`src/rtl/fsm.sv`:
```
// -----------------------------------------------------------------------------
// fsm - memory-access control state machine.
//
// Sequences one read or write access to the on-chip memory array each time the
// block is selected. The access phase lasts ACCESS_CYCLES clocks, after which
// a one-cycle completion pulse is raised. Holding sel high chains transactions
// back to back with a period of ACCESS_CYCLES+1 clocks.
//
// Parameters:
//   ACCESS_CYCLES  length of the access phase in clocks (1..16)
//
// Ports:
//   clk    in   system clock, rising-edge active
//   rst    in   synchronous active-high reset, overrides every other input
//   sel    in   memory select; 1 requests or holds a transaction
//   op     in   1 = write, 0 = read; sampled only on the start edge
//   rw     out  read/write strobe to the array (1 = write access)
//   valid  out  one-cycle pulse when a transaction completes
// -----------------------------------------------------------------------------
module fsm #(
  parameter int ACCESS_CYCLES = 2
) (
  input  logic clk,
  input  logic rst,
  input  logic sel,
  input  logic op,
  output logic rw,
  output logic valid
);

  localparam int CW = $clog2(ACCESS_CYCLES) + 1;
  localparam logic [CW-1:0] CNT_LOAD = CW'(ACCESS_CYCLES - 1);

  typedef enum logic [1:0] {
    IDLE   = 2'b00,
    ACCESS = 2'b01,
    DONE   = 2'b10
  } state_t;

  state_t          state_q, state_d;
  logic            op_q, op_d;
  logic [CW-1:0]   cnt_q, cnt_d;
  logic            rw_q, rw_d;
  logic            valid_q, valid_d;

  // Outputs are registered and computed from the next state, so they follow
  // the state register exactly and never see sel/op combinationally.
  always_comb begin
    state_d = state_q;
    op_d    = op_q;
    cnt_d   = cnt_q;
    rw_d    = 1'b0;
    valid_d = 1'b0;

    unique case (state_q)
      IDLE: begin
        if (sel) begin
          op_d    = op;
          cnt_d   = CNT_LOAD;
          state_d = ACCESS;
          rw_d    = op;
        end
      end

      ACCESS: begin
        if (!sel) begin
          // Abort: drop straight back to idle, no completion pulse.
          state_d = IDLE;
        end else if (cnt_q == '0) begin
          state_d = DONE;
          rw_d    = op_q;
          valid_d = 1'b1;
        end else begin
          cnt_d = cnt_q - 1'b1;
          rw_d  = op_q;
        end
      end

      DONE: begin
        if (sel) begin
          // Back-to-back transaction; a fresh op is latched here.
          op_d    = op;
          cnt_d   = CNT_LOAD;
          state_d = ACCESS;
          rw_d    = op;
        end else begin
          state_d = IDLE;
        end
      end

      default: begin
        // Unused encoding: recover to idle with outputs low.
        state_d = IDLE;
      end
    endcase
  end

  always_ff @(posedge clk) begin
    if (rst) begin
      state_q <= IDLE;
      op_q    <= 1'b0;
      cnt_q   <= '0;
      rw_q    <= 1'b0;
      valid_q <= 1'b0;
    end else begin
      state_q <= state_d;
      op_q    <= op_d;
      cnt_q   <= cnt_d;
      rw_q    <= rw_d;
      valid_q <= valid_d;
    end
  end

  assign rw    = rw_q;
  assign valid = valid_q;

endmodule

```
`config.mk`:
```
export PLATFORM = sky130hd
export DESIGN_NAME = fsm
export DESIGN_NICKNAME = d
export VERILOG_FILES = /design/src/rtl/fsm.sv
export SDC_FILE = /design/constraint.sdc
export NUM_CORES = 1
export LEC_CHECK = 0
export CAP_MARGIN = 20
export CORE_AREA = 4 4 41 43
export DETAILED_ROUTE_END_ITERATION = 8
export DIE_AREA = 0 0 45 47
export PLACE_DENSITY = 0.4
export SYNTH_ARGS = -nofsm -noshare
export SYNTH_HDL_FRONTEND = slang
export SYNTH_SLANG_ARGS = --single-unit
```
`constraint.sdc`:
```
create_clock -name clk -period 1.6 [get_ports clk]
set_input_delay 0.32 -clock clk [delete_from_list [all_inputs] [get_ports clk]]
set_output_delay 0.32 -clock clk [all_outputs]
set_load 0.02 [all_outputs]
```
==> results <==
## path summary, 6_finish.rpt
check | depth (start not counted) | end
max | 1 | valid
min | 2 | rw$_SDFF_PP0_
max reg2reg | 5 | cnt_q[0]$_SDFFE_PP0P_
min reg2reg | 2 | rw$_SDFF_PP0_
## layout by cell type (no fill, tap or decap)
| cell | synthesis | final |
|---|---|---|
| a211oi_2 | 1 | 1 |
| a21oi_1 | 2 | 2 |
| a31oi_1 | 1 | 1 |
| clkbuf_1 | 0 | 1 |
| clkbuf_4 | 0 | 3 |
| clkdlybuf4s50_1 | 0 | 5 |
| dfxtp_1 | 7 | 7 |
| ha_1 | 1 | 1 |
| inv_1 | 3 | 3 |
| mux2i_1 | 2 | 2 |
| nand2_1 | 2 | 2 |
| nand2b_1 | 3 | 3 |
| nand3b_1 | 1 | 1 |
| nand4b_1 | 1 | 1 |
| nor2_1 | 2 | 2 |
| nor2_2 | 1 | 1 |
| nor2b_1 | 1 | 1 |
| nor3_1 | 2 | 2 |
| o211ai_1 | 1 | 1 |
## cells by family (layout without fill, tap and decap cells)
logic type | Yosys count | after routing
simple gates | 13 | 13
flops | 7 | 7
compound gates | 5 | 5
buf+inv | 3 | 12
mux | 2 | 2
fa+ha+maj | 1 | 1
## flip-flops by register name (all words and copies together) (netlist names)
register / flops
op_q: 1
valid: 1
cnt_q: 2
rw: 1
state_q: 2
## power by group through the flow
stage               clock network [W]   logic, W  registers [W]
finish                       0.000166  0.0000450       0.000191
global route                 0.000183  0.0000511       0.000192
CTS                          0.000171  0.0000458       0.000190
detailed placement                  0  0.0000457       0.000194
global placement                    0  0.0000450       0.000194
floorplan                           0  0.0000265       0.000194
## layer usage
layer  up-vias  track usage [%]  part of all wire (%)
met1       107            6.407                    50
met4         0            8.772                   5.4
li1        124                -                     -
met3         5            2.299                   6.7
met2         8            7.910                    37
met5         -                0                     0
## final cells by class
cell class,instances,area (um^2)
fill,153,913.4
multi-input combinational,21,141.4
sequential,7,140.1
timing repair buffer,5,50.05
clock buffer,4,26.28
tap,15,18.77
inverter,3,11.26
## per-stage QoR
| stage | total power [W] | area [um^2] | setup WS [ns] |
|---|---|---|---|
| floorplan | 0.0002209 | 292.8 | 0.4500 |
| global placement | 0.0002391 | 361.6 | 0.1879 |
| detailed placement | 0.0002399 | 361.6 | 0.1656 |
| CTS | 0.0004069 | 387.9 | 0.1207 |
| global route | 0.0004256 | 387.9 | 0.08831 |
| finish | 0.0004020 | 387.9 | 0.1349 |
==> reports/results.ini <==
[detailed_routing]
drt_iter0_drc=2
firstDrtPassIters=3
viasPerCell=4.436
vias=244
drt_wl_total_um=537
wl_per_cell_um=9.764
detail-route-antenna-nets=0
drc_errors=0

[sta]
tightestPinTransition_ns=0.2833
maxSlewHeadroom_pct=81.09
hold_viol=0
period_share_pct=91.57
timing.final.max_slew_violations=0
setup_tns_ns=0
finalSetupViolCount=0
fin_crit_ns=1.465
rsz0062_at_grt=no
fin_worst_skew_ns=0.003596
holdWs_ns=0.4892
clock.fmax_ghz=0.6826

[critical_path]
endpoint_kind=output port
cp-start-kind=register
max_stage_delay_ns=0.59
cpLargestDelayFamily=buffers and inverters
path_class=reg2out
crit_start=valid$_SDFF_PP0_
cp.required_ns=1.28
rr_startpoint=cnt_q[0]$_SDFFE_PP0P_
path_cells=clkdlybuf4s50_1
critical_path_buf_inv_count=1
crit_slowest_cell=clkdlybuf4s50_1
cp.arrival_ns=1.15
rrSetupSlack_ns=0.35
crit_fanout=1

[yosys]
yosysSeqAreaShare_pct=47.86
syn_nets=36
synth_cells=31
yosysTopAreaCell=dfxtp_1
syn-cell-area_um2=292.8
ys_top_cells_by_count=dfxtp_1, inv_1, nand2b_1
synthDistinctLibCells=16
yosys_warnings=0
async_reset_ff_share_pct=0
synth_top_family_by_area=simple AND/OR/NAND/NOR gates
synth_xor_area_share_pct=0
synth_compound_area_share_pct=12.39
muxShareOfSynthArea_pct=6.838
synth_edf_count=0
ys_seq_elements=7
synth-simple-area-share_pct=24.79
synthAdderAreaFrac_pct=4.274
synth.most_common_cell=dfxtp_1
yosys-top-cells-area=dfxtp_1, mux2i_1, nand2b_1, a211oi_2, ha_1
synth_ff_type=dfxtp_1
avgSynthCellArea_um2=9.445
synth_top_area_share_pct=47.86

[layout]
final_cell_count_no_fill=55
n_antenna_cell=0
syn_to_final_growth_pct=32.48
final_net_count=46
fin_util_pct=29.81
drive_gt1_share_pct=12.50

[grt]
grt_pass1_vias=218
antenna_found_initial=0
track_usage_pct=6.097
grt_pass1_wl_um=828
grt_max_degree=9
overflow=0

[pwr]
p_switching_w=0.0001000
p_int_w=0.0003020
power_leakage_nw=0.1416
peakVddDrop_v=0.0003438
switching_share_pct=24.88
p_comb_share_pct=11.2
clockPowerShare_pct=41.4
seq_power_share_pct=47.4
power_density_mw_per_mm2=1037

[min_path]
worstHoldPathType=reg2reg
min_from=op_q$_SDFFE_PP0P_

[clock_tree]
post_cts_buffers=0
cts_tree=yes
clk_latency_ns=0.25
clock_sinks=7
cts_root_buf=clkbuf_4
clk_pin_slew_ns=0.06
hold_buffers=0
h-tree-depth=1
cts_buffer_depth=2
cts_made_buffers=3
cts_resized=0

[run_status]
status=complete, no violations

[floorplan]
initial_utilization_pct=22.50
dieArea_mm2=0.002115
row_count=13
die_y_um=47
pin_count=6
core_mm2=0.001301
die_w_um=45

[placement]
dp.cells=51
place_congestion=0.7872
port_buffers=5
dpl.hpwl_um=390.2

[job]
maxCapViolations=0

Note: power is estimated with default switching activity, not from simulation.
